===== src/rtl/rv32i_pkg.sv =====
// Shared types and constants for the RV32I core, its boot loader and benches.
package rv32i_pkg;

  typedef enum logic [1:0] {
    StLoad,
    StWrite,
    StDone,
    StErr
  } imem_loader_state_t;

  localparam logic [31:0] HALT_INSTR = 32'h0010_0073;

endpackage


===== src/rtl/imem_loader.sv =====
// Boot-time loader: assembles a little-endian byte stream into words, fills imem from address 0
// and holds the core in reset until done. Optional checksum word: IMEM_LOADER_CHECKSUM_EN.
module imem_loader
  import rv32i_pkg::*;
#(
  parameter int unsigned IMEM_DEPTH = 1024,
  parameter int unsigned ADDR_W     = $clog2(IMEM_DEPTH)
) (
  input  logic              clk,
  input  logic              rst,
  input  logic              s_valid,
  output logic              s_ready,
  input  logic [7:0]        s_data,
  input  logic              s_last,
  output logic              imem_we,
  output logic [ADDR_W-1:0] imem_addr,
  output logic [31:0]       imem_wdata,
  output logic              core_rst,
  output logic              done,
  output logic              err,
  output logic [ADDR_W:0]   instr_count
);

  localparam logic [ADDR_W:0] DepthCount = IMEM_DEPTH[ADDR_W:0];

  imem_loader_state_t r_state, w_state_nxt;

  logic [1:0]        r_byte_cnt;
  logic [31:0]       r_word;
  logic              r_last;
  logic [ADDR_W-1:0] r_wr_ptr;
  logic [ADDR_W:0]   r_instr_count;

  logic [31:0] w_word_nxt;
  logic        w_accept;
  logic        w_complete;
  logic        w_commit;      // word in the WRITE slot goes to memory
  logic        w_last_ok;     // final word may release the core
  logic        w_would_write; // completing word will need a memory slot
  logic        w_overflow;

`ifdef IMEM_LOADER_CHECKSUM_EN
  logic [31:0] r_sum;

  assign w_commit      = !r_last;
  assign w_last_ok     = (r_sum == r_word);
  assign w_would_write = !s_last;
`else
  assign w_commit      = 1'b1;
  assign w_last_ok     = 1'b1;
  assign w_would_write = 1'b1;
`endif

  assign w_accept    = (r_state == StLoad) && s_valid;
  assign w_complete  = w_accept && ((r_byte_cnt == 2'd3) || s_last);
  assign w_overflow  = (r_instr_count == DepthCount) && w_would_write;
  assign instr_count = r_instr_count;

  always_comb begin
    w_word_nxt = r_word;
    unique case (r_byte_cnt)
      2'd0: w_word_nxt[7:0]   = s_data;
      2'd1: w_word_nxt[15:8]  = s_data;
      2'd2: w_word_nxt[23:16] = s_data;
      2'd3: w_word_nxt[31:24] = s_data;
    endcase
  end

  always_comb begin
    w_state_nxt = r_state;
    s_ready     = 1'b0;
    imem_we     = 1'b0;
    imem_addr   = '0;
    imem_wdata  = '0;
    core_rst    = 1'b1;
    done        = 1'b0;
    err         = 1'b0;
    unique case (r_state)
      StLoad: begin
        s_ready = 1'b1;
        if (w_complete) begin
          w_state_nxt = w_overflow ? StErr : StWrite;
        end
      end
      StWrite: begin
        imem_we    = w_commit;
        imem_addr  = r_wr_ptr;
        imem_wdata = r_word;
        if (r_last) begin
          w_state_nxt = w_last_ok ? StDone : StErr;
        end else begin
          w_state_nxt = StLoad;
        end
      end
      StDone: begin
        core_rst = 1'b0;
        done     = 1'b1;
      end
      StErr: begin
        err = 1'b1;
      end
    endcase
  end

  always_ff @(posedge clk) begin
    if (rst) begin
      r_state       <= StLoad;
      r_byte_cnt    <= 2'd0;
      r_word        <= '0;
      r_last        <= 1'b0;
      r_wr_ptr      <= '0;
      r_instr_count <= '0;
`ifdef IMEM_LOADER_CHECKSUM_EN
      r_sum         <= '0;
`endif
    end else begin
      r_state <= w_state_nxt;
      if (w_accept) begin
        r_word     <= w_word_nxt;
        r_byte_cnt <= r_byte_cnt + 2'd1;
        r_last     <= s_last;
      end
      if (r_state == StWrite) begin
        r_word     <= '0;
        r_byte_cnt <= 2'd0;
        if (w_commit) begin
          r_wr_ptr      <= r_wr_ptr + 1'b1;
          r_instr_count <= r_instr_count + 1'b1;
`ifdef IMEM_LOADER_CHECKSUM_EN
          r_sum         <= r_sum + r_word;
`endif
        end
      end
    end
  end

endmodule


===== config.mk =====
export PLATFORM = sky130hd
export DESIGN_NAME = imem_loader
export DESIGN_NICKNAME = d
export VERILOG_FILES = /design/src/rtl/rv32i_pkg.sv /design/src/rtl/imem_loader.sv
export SDC_FILE = /design/constraint.sdc
export NUM_CORES = 1
export LEC_CHECK = 0
export BUFFER_PORTS_ARGS = -buffer_cell sky130_fd_sc_hd__buf_4
export CAP_MARGIN = 25
export CELL_PAD_IN_SITES_DETAIL_PLACEMENT = 2
export CELL_PAD_IN_SITES_GLOBAL_PLACEMENT = 2
export CORE_MARGIN = 3
export CORE_UTILIZATION = 28
export DETAILED_ROUTE_END_ITERATION = 10
export HOLD_SLACK_MARGIN = 0.12
export PLACE_DENSITY_LB_ADDON = 0.1
export SLEW_MARGIN = 40
export SYNTH_ARGS = -nofsm -noshare
export SYNTH_HDL_FRONTEND = slang
export SYNTH_SLANG_ARGS = --single-unit
export TNS_END_PERCENT = 10

===== constraint.sdc =====
create_clock -name clk -period 1.4 [get_ports clk]
set_input_delay 0.28 -clock clk [delete_from_list [all_inputs] [get_ports clk]]
set_output_delay 0.28 -clock clk [all_outputs]
set_load 0.01 [all_outputs]

==> flow_summary_export.csv, run 1 <==
group,metric,value,unit
clock_tree,path_clk_slew,0.07,ns
placement,hpwl,6.074,mm
global_routing,gr-total-overflow,0,
timing,grt_setup_unrepaired,"true",
setup_path,cp.arrival,1.38,ns
min_path,holdPathStages,3,
synthesis,synth_area_leaders,"dfxtp_1 (43%), mux2i_1 (13%), and2_1 (9.2%)",
route,routed_via_density,4.793,
die,fp.dieW,104.5,µm
clock_tree,cts_sinks,58,
global_routing,grt.total_usage,0.1708,
global_routing,grt_pass1_wl,14.75,mm
outcome,violations,"negative setup slack",
timing,setup_slack,-0.2571,ns
setup_path,required,1.12,ns
timing,finalClockSkew,0.007493,ns
cells_and_area,area_delta_synth_final,54.39,%
outcome,outcome,"finished with violations",
timing,finalMaxSlewViolations,0,
die,start_util,0.2915,
min_path,worstHoldStart,"s_last",
synthesis,avgSynthCellArea,8.944,µm²
synthesis,ys.warnings.count,0,
run,drv_cap,0,
route,drt_iter0_markers,41,
route,routedWlPerCell,17.22,µm
synthesis,synthFlopType,"dfxtp_1",
pwr,p_leak,0.001719,µW
cells_and_area,final_layout_size_suffix_gt1_frac,0.4367,
pwr,powerDensity,897.6,mW/mm²
die,die-area,0.01093,mm²
min_path,hold_class,"in2reg",
timing,max-slew-margin-rel,0.7964,
die,core,0.009328,mm²
die,num_io_pins,70,
placement,gp_congestion,0.6901,
cells_and_area,fin_nets,417,
pwr,peakVddDrop,0.0003666,V
setup_path,timing.rr.start,"r_state[1]",
timing,hold_viol,0,
global_routing,grt_pass1_vias,2865,
route,wl,9.159,mm
setup_path,r2r-end,"r_wr_ptr[9]",
pwr,total_power,3768,µW
synthesis,async_reset_ff_frac,0,
route,antenna_left,0,
placement,port_buffers,69,
timing,period_needed,1.657,ns
clock_tree,cts_htree_levels,3,
synthesis,synth_nets,323,
clock_tree,clock_latency,0.35,ns
min_path,min_to,"r_last",
route,route.vias.total,2550,
die,dieHeight,104.5,µm
timing,period_share,1.184,
synthesis,ys_seq_elements,58,
die,rows,35,
clock_tree,clk_path_buf_depth,2,
synthesis,synth_top_cell_by_area,"dfxtp_1",
global_routing,grt_antenna_before_repair,0,
clock_tree,cts_tree,"yes",
route,drt_first_pass_iters,4,
setup_path,reg2reg_depth,5,
synthesis,synth_enable_flop_cells,0,
setup_path,start_kind,"flop",
timing,tightest_slew,0.3049,ns
clock_tree,cts_buffers,9,
setup_path,r2r_slack,-0.16,ns
timing,fin_hold_ws,0.1863,ns
synthesis,synth.cell_area,0.002719,mm²
synthesis,synth_top_area_share,0.4271,
synthesis,synthDistinctLibCells,33,
setup_path,endpoint_kind,"output port",
synthesis,synth_seq_area_share,0.4271,
global_routing,grt_max_degree,35,
synthesis,synthCells,304,
timing,max_freq,603.5,MHz
setup_path,crit_type,"reg2out",
setup_path,cp_max_fo,9,
clock_tree,root_buffer,"clkbuf_8",
route,drc_errors,0,
cells_and_area,antenna_cells,0,
timing,setup_viol,89,
-- where the power goes --
group / internal [µW] / switching [µW] / total (µW)
registers: 1690 / 31.5 / 1730
logic: 192 / 198 / 390
clock network: 910 / 743 / 1650
-- cell usage after synthesis, types with 5 or more instances --
cell      number
dfxtp_1       58
nor2_1        43
and2_1        40
mux2i_1       34
a21oi_1       19
nand2_1       12
clkbuf_1      11
o31ai_1       10
or4_1         10
inv_1          9
buf_2          7
ha_1           7
nand4_1        5
-- area by class of cell --
cell class | count | area, µm²
Fill cell | 1024 | 5130
Multi-Input combinational cell | 217 | 1625
Sequential cell | 58 | 1170
Timing Repair Buffer | 102 | 987.2
Tap cell | 129 | 161.4
Clock buffer | 11 | 151.4
Clock inverter | 5 | 52.55
Inverter | 10 | 50.05
-- worst max-delay path: stages (launching register included) --
cell      delay [ns]
dfxtp_2         0.34
nand2b_4        0.16
clkinv_8        0.09
buf_12          0.15
and2_4          0.15
buf_4           0.13
-- cell usage in the layout (no fill, tap or decap), drive strengths merged, types with 2 or more instances in the layout --
master / Yosys / final
a21oi: 19 / 19
and2: 40 / 40
buf: 8 / 101
clkbuf: 11 / 12
clkinv: 1 / 4
dfxtp: 58 / 58
ha: 7 / 7
inv: 9 / 9
mux2i: 34 / 34
nand2: 12 / 12
nand2b: 3 / 3
nand3: 4 / 4
nand3b: 3 / 3
nand4: 5 / 5
nor2: 43 / 43
nor2b: 2 / 2
nor4: 2 / 2
nor4bb: 3 / 3
o21ai: 4 / 4
o31ai: 10 / 10
or3: 4 / 4
or4: 10 / 10
xnor2: 2 / 2
xor2: 2 / 2
-- repair_timing --
item / 4_1_cts / 5_1_grt
pin swaps: 21 / 11
hold endpoints to repair: 0 / 0
endpoints found under the setup margin: 91 / 96
hold buffers: 0 / 0
cloned: 1 / 1
setup buffers: 2 / 2
resized for setup: 78 / 21
-- per-stage QoR --
step / setup WS [ns] / utilization / setup TNS, ns / std cells / cell area [µm²]
floorplan: -0.03274 / - / -0.03274 / 304 / 2721
global placement: -0.1478 / 0.3828 / -2.576 / 510 / 3571
detailed placement: -0.1818 / 0.3828 / -4.822 / 510 / 3571
CTS: -0.2836 / 0.4373 / -14.89 / 529 / 4079
global route: -0.3205 / 0.4500 / -19.03 / 532 / 4198
finish: -0.2571 / 0.4500 / -12.85 / 532 / 4198
-- logic make-up (layout without fill, tap and decap cells) --
logic type                 count (synthesis)  count (layout)  synth area share
DFF                                       58              58            0.4271
and+or+nand+nor                          136             136            0.2770
xor gates and xnor gates                   4               4           0.01289
adders and majority gates                  7               7           0.03221
buffers and inverters                     29             128           0.04602
muxes                                     35              35            0.1293
AOI/OAI and AO/OA                         35              35           0.07547
-- routing by layer --
layer | up-vias | track usage | wire (µm)
met2 | 49 | 0.3118 | 4878
met5 | - | 0 | 0
met1 | 1262 | 0.1900 | 3771
met3 | 10 | 0.04324 | 377
li1 | 1229 | - | -
met4 | 0 | 0.06268 | 131
-- how the worst max path moves through the flow --
stage,slack (ns),cells after the start,endpoint,from
detailed placement,-0.18,5,r_word[27],r_byte_cnt[0]
global route,-0.32,5,imem_addr[6],r_state[1]
finish,-0.26,5,imem_wdata[9],r_state[1]
global placement,-0.15,5,r_word[24],r_byte_cnt[0]
floorplan,-0.03,4,instr_count[10],instr_count[2]
CTS,-0.28,5,imem_wdata[11],r_state[1]
-- sequential cells by signal (all words and copies together) (netlist names) --
register / cells
r_last: 1
r_state: 2
r_wr_ptr: 10
instr_count: 11
r_byte_cnt: 2
r_word: 32
Power figures use the tool's default switching activity.
==> inputs of run 2 (changes only) <==
--- a/config.mk
+++ b/config.mk
@@ -9,7 +9,6 @@
 export CAP_MARGIN = 25
 export CELL_PAD_IN_SITES_DETAIL_PLACEMENT = 2
 export CELL_PAD_IN_SITES_GLOBAL_PLACEMENT = 2
-export CORE_MARGIN = 3
 export CORE_UTILIZATION = 28
 export DETAILED_ROUTE_END_ITERATION = 10
 export HOLD_SLACK_MARGIN = 0.12
==> flow_summary_export.csv, run 2 (synthesized netlist as in run 1, its figures left out) <==
group,metric,value,unit
pwr,swShare,0.2405,
pwr,pwr-share-clk,0.470,
setup_path,cp.arrival,1.37,ns
cells_and_area,area_delta_synth_final,62.08,%
pwr,p_int,3097,µW
timing,period_needed,1.649,ns
cells_and_area,layout_commonest_cell,"buf_6",
die,dieHeight,100.5,µm
die,start_util,0.2915,
route,route.vias.total,2571,
cells_and_area,post-route-util,0.4724,
clock_tree,cts_htree_levels,3,
cells_and_area,final_cell_mix,"buf_6 (51), buf_4 (50), dfxtp_1 (50)",
setup_path,cp_slowest_cell,"dfxtp_2",
cells_and_area,top_register,"r_word",
global_routing,grt_pass1_vias,2805,
timing,setup_viol,88,
placement,port_buffers,69,
cells_and_area,design_area,0.004407,mm²
outcome,violations,"negative setup slack",
cells_and_area,multi_input_comb_area,0.001659,mm²
pwr,power_frac_comb,0.107,
setup_path,required,1.12,ns
route,drt_first_pass_iters,3,
timing,max-slew-margin-rel,0.7659,
placement,gp_congestion,0.6948,
clock_tree,root_buffer,"clkbuf_8",
route,routedWlPerCell,17.22,µm
route,drt_iter0_markers,42,
clock_tree,clk_path_buf_depth,2,
pwr,sequentialPowerShare,0.423,
global_routing,grt.total_usage,0.1905,
outcome,outcome,"finished with violations",
pwr,peakVddDrop,0.0005648,V
timing,period_share,1.178,
cells_and_area,fill_cells,993,
global_routing,gr-total-overflow,0,
global_routing,grt_max_degree,35,
cells_and_area,antenna_cells,0,
setup_path,r2r_slack,-0.21,ns
setup_path,crit_buf_inv,3,
timing,hold_viol,0,
cells_and_area,fin_cells,539,
global_routing,grt_antenna_before_repair,0,
timing,max_freq,606.6,MHz
pwr,powerDensity,925.3,mW/mm²
min_path,hold_class,"in2reg",
clock_tree,path_clk_slew,0.08,ns
route,routed_via_density,4.770,
setup_path,cp_max_fo,6,
cells_and_area,fin_nets,424,
die,core,0.009328,mm²
die,die-area,0.01011,mm²
clock_tree,clock_latency,0.33,ns
placement,placed_cell_area,0.003621,mm²
global_routing,grt_pass1_wl,14.57,mm
cells_and_area,seq_area,0.001179,mm²
setup_path,endpoint_kind,"output port",
placement,hpwl,5.901,mm
timing,setup_slack,-0.2485,ns
die,rows,35,
clock_tree,cts_tree,"yes",
timing,grt_setup_unrepaired,"true",
setup_path,max_stage_delay,0.34,ns
pwr,switchingPower,980.8,µW
setup_path,cp_cell_sequence,"nand2b_4 -> clkinv_8 -> clkbuf_16 -> and2_4 -> buf_6",
setup_path,crit_type,"reg2out",
setup_path,crit_family,"buffers and inverters",
placement,placedCellCount,515,
die,num_io_pins,70,
cells_and_area,final_layout_size_suffix_gt1_frac,0.4683,
placement,place_ws,-0.1083,ns
setup_path,start_kind,"flop",
route,antenna_left,0,
timing,finalClockSkew,0.01032,ns
run,drv_cap,0,
timing,fin_hold_ws,0.1972,ns
clock_tree,cts_buffers,9,
timing,finalMaxSlewViolations,0,
route,drc_errors,0,
die,fp.dieW,100.5,µm
route,wl,9.282,mm
timing,tightest_slew,0.3462,ns
clock_tree,cts_sinks,58,
cells_and_area,largest_reg_flops,32,
pwr,p_leak,0.001813,µW
[run 2: cell count changes in the layout (fill, tap and decap cells not counted), moves of 2 or more]
| cell | before | now |
|---|---|---|
| buf_12 | 3 | 5 |
| bufinv_16 | 1 | 3 |
| and2_1 | 6 | 0 |
| dfxtp_1 | 53 | 50 |
| dfxtp_4 | 1 | 3 |
| clkbuf_8 | 11 | 9 |
| a21oi_1 | 16 | 18 |
| a21oi_2 | 3 | 1 |
| and2_4 | 34 | 40 |
| buf_6 | 39 | 51 |
| buf_4 | 58 | 50 |
[run 2: worst reg2reg max path, delay by kind of cell (launching register included)]
family / cells / cell delay (ns)
simple gates: 2 / 0.58
buf+inv: 3 / 0.48
compound gates: 1 / 0.16
flops: 1 / 0.33
[run 2: power groups by stage]
stage                     combinational, µW  clock [µW]  sequential [µW]
after floorplan                         186           0             1750
after global placement                  350           0             1760
after detailed placement                358           0             1760
after CTS                               416        1970             1720
after global routing                    472        2050             1730
final                                   437        1920             1730
[run 2: area by class of cell]
type,instances,area share
inverters,10,0.01136
clock inverters,7,0.02641
flip-flops and latches,58,0.2675
repair buffers,109,0.2535
well taps,129,0.03663
clock buffers,9,0.02811
multi-input cells,217,0.3765
[run 2: routing by layer]
layer,global-route usage,vias to the layer above,part of all wire
met1,0.2106,1274,0.41
met4,0.07581,0,0.0098
met5,0,-,0
met2,0.3567,43,0.55
li1,-,1247,-
met3,0.03606,7,0.031
[run 2: stage by stage]
stage | setup TNS (ns) | total power, µW
3_5_place_dp | -3.167 | 2119
5_1_grt | -20.50 | 4250
4_1_cts | -12.33 | 4109
2_1_floorplan | -0.03274 | 1940
6_report | -14.45 | 4077
3_3_place_gp | -0.9622 | 2108
[run 2: worst paths after layout]
| check | end | depth (start not counted) | start |
|---|---|---|---|
| worst min-delay path | r_last | 3 | s_last |
| worst max register to register | r_wr_ptr[3] | 6 | r_state[1] |
| worst max-delay path | imem_wdata[30] | 5 | r_state[1] |
| worst min register to register | r_wr_ptr[8] | 2 | r_wr_ptr[8] |
[run 2: what timing repair did]
action | CTS | global route
gates cloned | 1 | 1
buffers inserted | 4 | 2
pin swaps | 35 | 7
hold buffers | 0 | 0
gates resized for setup | 101 | 28
setup endpoints to repair | 94 | 96
